`src/rtl/srt_reconstruct_pkg.sv`:
```
// Shared definitions for the radix-4 SRT result reconstructor: default sizes
// and the controller state encoding.
package srt_reconstruct_pkg;

  localparam int DEF_DIGITS = 5;
  localparam int DEF_DW     = 6;
  localparam int DEF_RW     = 8;
  localparam int DEF_NW     = 2*DEF_DIGITS + DEF_DW;

  typedef enum logic [1:0] {
    S_IDLE = 2'd0,
    S_ACC  = 2'd1,
    S_ADDR = 2'd2
  } state_t;

endpackage

```
`src/rtl/srt_digit_mult.sv`:
```
// Radix-4 digit times divisor using only shifts and one add; shared with the
// divider's product stage.
module srt_digit_mult #(
  parameter int DW = 6
) (
  input  logic [1:0]    i_digit,
  input  logic [DW-1:0] i_d,
  output logic [DW+1:0] o_prod
);

  logic [DW+1:0] w_d1;
  logic [DW+1:0] w_d2;

  assign w_d1 = {2'b00, i_d};
  assign w_d2 = {1'b0, i_d, 1'b0};

  always_comb begin
    o_prod = '0;
    case (i_digit)
      2'd0: o_prod = '0;
      2'd1: o_prod = w_d1;
      2'd2: o_prod = w_d2;
      2'd3: o_prod = w_d2 + w_d1;
      default: o_prod = '0;
    endcase
  end

endmodule

```
`src/rtl/srt_reconstruct.sv`:
```
// Digit-serial rebuild of the dividend N = Q*D + R, Horner style, MSB digit
// first. Handshake: start is a request sampled only in IDLE; done pulses for
// one cycle when N_out is updated; busy is high from capture until that update.
module srt_reconstruct
  import srt_reconstruct_pkg::*;
#(
  parameter  int DIGITS = DEF_DIGITS,
  parameter  int DW     = DEF_DW,
  parameter  int RW     = DEF_RW,
  localparam int NW     = 2*DIGITS + DW
) (
  input  logic                clk,
  input  logic                resetn,
  input  logic                start,
  input  logic [2*DIGITS-1:0] Q,
  input  logic [DW-1:0]       D,
  input  logic [RW-1:0]       R,
  output logic [NW-1:0]       N_out,
  output logic                busy,
  output logic                done,
  output state_t              dbg_state
);

  localparam int CW = (DIGITS > 1) ? $clog2(DIGITS) : 1;

  state_t              r_state;
  state_t              w_next;
  logic [2*DIGITS-1:0] r_q;
  logic [DW-1:0]       r_d;
  logic [RW-1:0]       r_r;
  logic [NW-1:0]       r_acc;
  logic [NW-1:0]       r_n;
  logic [CW-1:0]       r_cnt;
  logic                r_busy;
  logic                r_done;
  logic [1:0]          w_digit;
  logic [DW+1:0]       w_prod;
  logic                w_capture;
  logic                w_step;
  logic                w_finish;

  always_ff @(posedge clk or negedge resetn) begin
    if (!resetn) r_state <= S_IDLE;
    else         r_state <= w_next;
  end

  always_comb begin
    w_next = S_IDLE;
    case (r_state)
      S_IDLE:  w_next = start ? S_ACC : S_IDLE;
      S_ACC:   w_next = (r_cnt == '0) ? S_ADDR : S_ACC;
      S_ADDR:  w_next = S_IDLE;
      default: w_next = S_IDLE;
    endcase
  end

  always_comb begin
    w_capture = (r_state == S_IDLE) && start;
    w_step    = (r_state == S_ACC);
    w_finish  = (r_state == S_ADDR);
  end

  // Counter values at or above DIGITS cannot occur, but select digit 0 safely.
  always_comb begin
    w_digit = 2'd0;
    for (int i = 0; i < DIGITS; i++) begin
      if (r_cnt == CW'(i)) w_digit = r_q[2*i +: 2];
    end
  end

  srt_digit_mult #(.DW(DW)) u_mult (
    .i_digit (w_digit),
    .i_d     (r_d),
    .o_prod  (w_prod)
  );

  always_ff @(posedge clk or negedge resetn) begin
    if (!resetn) begin
      r_q    <= '0;
      r_d    <= '0;
      r_r    <= '0;
      r_acc  <= '0;
      r_n    <= '0;
      r_cnt  <= '0;
      r_busy <= 1'b0;
      r_done <= 1'b0;
    end else begin
      r_done <= 1'b0;
      if (w_capture) begin
        r_q    <= Q;
        r_d    <= D;
        r_r    <= R;
        r_acc  <= '0;
        r_cnt  <= CW'(DIGITS-1);
        r_busy <= 1'b1;
      end
      if (w_step) begin
        r_acc <= (r_acc << 2) + NW'(w_prod);
        if (r_cnt != '0) r_cnt <= r_cnt - 1'b1;
      end
      if (w_finish) begin
        r_n    <= r_acc + NW'(r_r);
        r_busy <= 1'b0;
        r_done <= 1'b1;
      end
    end
  end

  assign N_out     = r_n;
  assign busy      = r_busy;
  assign done      = r_done;
  assign dbg_state = r_state;

endmodule

```
`config.mk`:
```
export PLATFORM = sky130hd
export DESIGN_NAME = srt_reconstruct
export DESIGN_NICKNAME = d
export VERILOG_FILES = /design/src/rtl/srt_reconstruct_pkg.sv /design/src/rtl/srt_digit_mult.sv /design/src/rtl/srt_reconstruct.sv
export SDC_FILE = /design/constraint.sdc
export NUM_CORES = 1
export LEC_CHECK = 0
export CAP_MARGIN = 20
export CELL_PAD_IN_SITES_DETAIL_PLACEMENT = 0
export CELL_PAD_IN_SITES_GLOBAL_PLACEMENT = 2
export CORE_MARGIN = 4
export CORE_UTILIZATION = 31
export CTS_CLUSTER_DIAMETER = 120
export DETAILED_ROUTE_END_ITERATION = 8
export HOLD_SLACK_MARGIN = 0.08
export PLACE_DENSITY = 0.82
export SETUP_SLACK_MARGIN = 0.15
export SKIP_LAST_GASP = 1
export SLEW_MARGIN = 20
export SYNTH_ARGS = -nofsm -noshare
export SYNTH_HDL_FRONTEND = slang
export SYNTH_SLANG_ARGS = --single-unit
```
`constraint.sdc`:
```
create_clock -name clk -period 3.1 [get_ports clk]
set_input_delay 0.62 -clock clk [delete_from_list [all_inputs] [get_ports clk]]
set_output_delay 0.62 -clock clk [all_outputs]
set_load 0.01 [all_outputs]
```
==> results.yml <==
routing:
  ant_nets: 0
  vias: 3239
  drcViolationCount: 0
  wl_per_cell_um: 14.16
  wl_um: 9530
  drt-pass1-iter-count: 5
  viasPerCell: 4.813
  drt-initial-drc-count: 112
clocking:
  htreeDepth: 3
  cts.sinks: 63
  clock_latency_ns: 0.33
  cts_tree: "yes"
  cts_buffers: 9
  hold_buffers: 0
  root_buffer: "clkbuf_16"
  clockBufferDepth: 2
  cts.clk_slew.worst_paths_ns: 0.06
synthesis:
  yosysMostFrequentCell: "nand2_1"
  synth_cell_types: 55
  synth_area_per_cell_um2: 9.057
  yosysWarnings: 0
  synth_top_cell_by_area: "dfrtp_1"
  synth.top_cell.area_share_pct: 41.15
  synth-edff-count: 0
  yosys-top-cells-count: "nand2_1 (90), dfrtp_1 (63), o21ai_0 (33)"
  ys_async_sr_fraction_pct: 100.0
  syn-cell-area_mm2: 0.003831
  synth.top_cells.by_area: "dfrtp_1 (41%), nand2_1 (8.8%), ha_1 (8.5%)"
  synth_cells: 423
  syn-num-nets: 479
  ys_ff_latch: 63
  synthFlopType: "dfrtp_1"
  ys_seq_area_share_pct: 41.15
placed_design:
  io_buffers: 46
  dp.final_hpwl_um: 6890
  place.gp.congestion: 0.8923
layout:
  n_fill_cell: 1188
  area_delta_synth_final_pct: 36.90
  diodes: 0
  nNetsFinal: 556
  finish.utilization_pct: 43.49
  drive_gt1_share_pct: 18.61
grt:
  grt_pass1_vias: 3420
  antenna_found_initial: 0
  grt_first_pass_wirelength_um: 16510
  grt_overflow_total: 0
  grt_usage_pct: 14.34
  grt_max_degree: 40
worst_setup_path:
  critPathArrivalTime_ns: 3.50
  r2r_start: "r_cnt[1]"
  r2r_setup_slack_ns: -0.23
  start_kind: "flip-flop"
  r2r_cells: 15
  crit_fanout: 5
  crit_required_ns: 3.27
  critPathKind: "flip-flop to flip-flop"
  cp-startpoint: "r_cnt[1]"
  endpoint_kind: "flip-flop"
floorplanning:
  num_rows: 40
  die_w_um: 119.2
  dieArea_mm2: 0.01420
  ios: 47
  core_area_mm2: 0.01206
  start_util_pct: 31.76
  die_y_um: 119.2
pwr:
  ir_drop_mv: 0.3671
  cellPowerDensity_mw_per_mm2: 1054
  p_leak_nw: 2.305
sta:
  clock-skew-final_ns: 0.008911
  worst_slack_ns: -0.2314
  timing.final.max_slew_violations: 0
  worst_pin_slew_ns: 1.028
  maxSlewHeadroom_pct: 31.45
  finalSetupViolations: 9
  max_freq_ghz: 0.3002
  rsz0062_at_grt: "yes"
  final-hold-violation-count: 0
  hold_ws_ns: 0.3567
  setup_tns_ns: -1.066
  fin_crit_ns: 3.331
  min_period_over_period_pct: 107.5
status:
  violations: "negative setup slack"
  status: "finished, violations left"
worst_hold_path:
  min_path_type: "primary input to async pin"
run:
  cap_viol_max_count: 0
-- through the flow --
step / total power [W] / std cells / setup WS [ns] / cell area, um^2
5_1_grt: 0.006018 / 673 / -0.3845 / 5245
4_1_cts: 0.005327 / 665 / -0.1718 / 5086
2_1_floorplan: 0.003131 / 423 / 0.05683 / 3887
3_3_place_gp: 0.004009 / 646 / -0.08056 / 4682
6_report: 0.005530 / 673 / -0.2314 / 5245
3_5_place_dp: 0.004081 / 646 / -0.2196 / 4682
-- critical path, cell delays in order (launching register included) --
cell and delay [ns]:
dfrtp_1 0.43, buf_6 0.15, ha_4 0.16, a211oi_2 0.24, o21ai_2 0.09, a32oi_2 0.19
buf_6 0.15, mux2i_4 0.24, o21ai_2 0.07, ha_1 0.32, a211o_1 0.35, a2111oi_4 0.29
buf_4 0.19, nor3_2 0.05, xnor2_1 0.17, o21ai_1 0.09
-- routing by layer --
metal / track usage [%] / up-vias / share of wire [%]
met5: 0 / - / 0
met2: 23.81 / 60 / 49
li1: - / 1656 / -
met1: 17.46 / 1513 / 45
met4: 4.852 / 0 / 1.6
met3: 4.748 / 10 / 4.5
-- final timing paths --
path	to
setup / recovery	r_acc[13]
hold reg to reg	N_out[5]
setup reg to reg	r_acc[13]
min in group clk	N_out[5]
max in group asynchronous	r_cnt[0]
hold / removal	r_r[2]
-- area by class of cell --
cell class | count | area, um^2 | share of cell area (%)
timing repair buffer | 84 | 752.0 | 14.34
clock inverter | 3 | 65.06 | 1.240
inverter | 12 | 47.55 | 0.9065
multi-input combinational | 330 | 2332 | 44.47
tap | 168 | 210.2 | 4.008
clock buffer | 13 | 260.3 | 4.962
sequential | 63 | 1578 | 30.08
-- placed cells by master, fill, tap and decap left out, types with 4 or more instances in the layout --
master and count:
buf_4 35, clkbuf_16 9, nor2_1 17, xnor2_1 11, ha_4 5, dfrtp_1 62, xor2_1 7, o21a_1 11
nand2b_1 4, nand4_1 5, nand3_1 25, inv_1 9, and3_1 4, a31oi_1 5, a21o_1 7, nor3_1 5
a21oi_1 10, nand2_1 89, ha_1 20, or3_1 4, clkdlybuf4s50_1 45, o31ai_1 4, o21ai_0 29
-- cells by family (layout without fill, tap and decap cells) --
logic type      count (synthesis)  in the layout  synth area share, %
xor+xnor                       18             18                4.115
mux                             3              3               0.7838
fa+ha+maj                      29             29                10.06
buf+inv                        30            112                3.266
simple gates                  176            176                21.42
compound gates                104            104                19.20
flops                          63             63                41.15
-- report_power, final --
group | total, W | switching, W | internal (W)
Sequential | 0.00152 | 0.000344 | 0.00118
Combinational | 0.00291 | 0.00146 | 0.00145
Clock | 0.00109 | 0.000348 | 0.000746
Total | 0.00553 | 0.00215 | 0.00338
-- state kept, by name (all words and copies together) (netlist names) --
name / cells
r_cnt: 3
r_q: 10
r_r: 8
dbg_state: 2
N_out: 16
r_acc: 16
busy: 1
r_d: 6
done: 1
-- what timing repair did --
action,CTS,global route
pin swaps,7,16
endpoints found under the setup margin,10,12
gates cloned,0,0
resized for setup,13,19
setup buffers,3,8
Power figures use the tool's default switching activity.
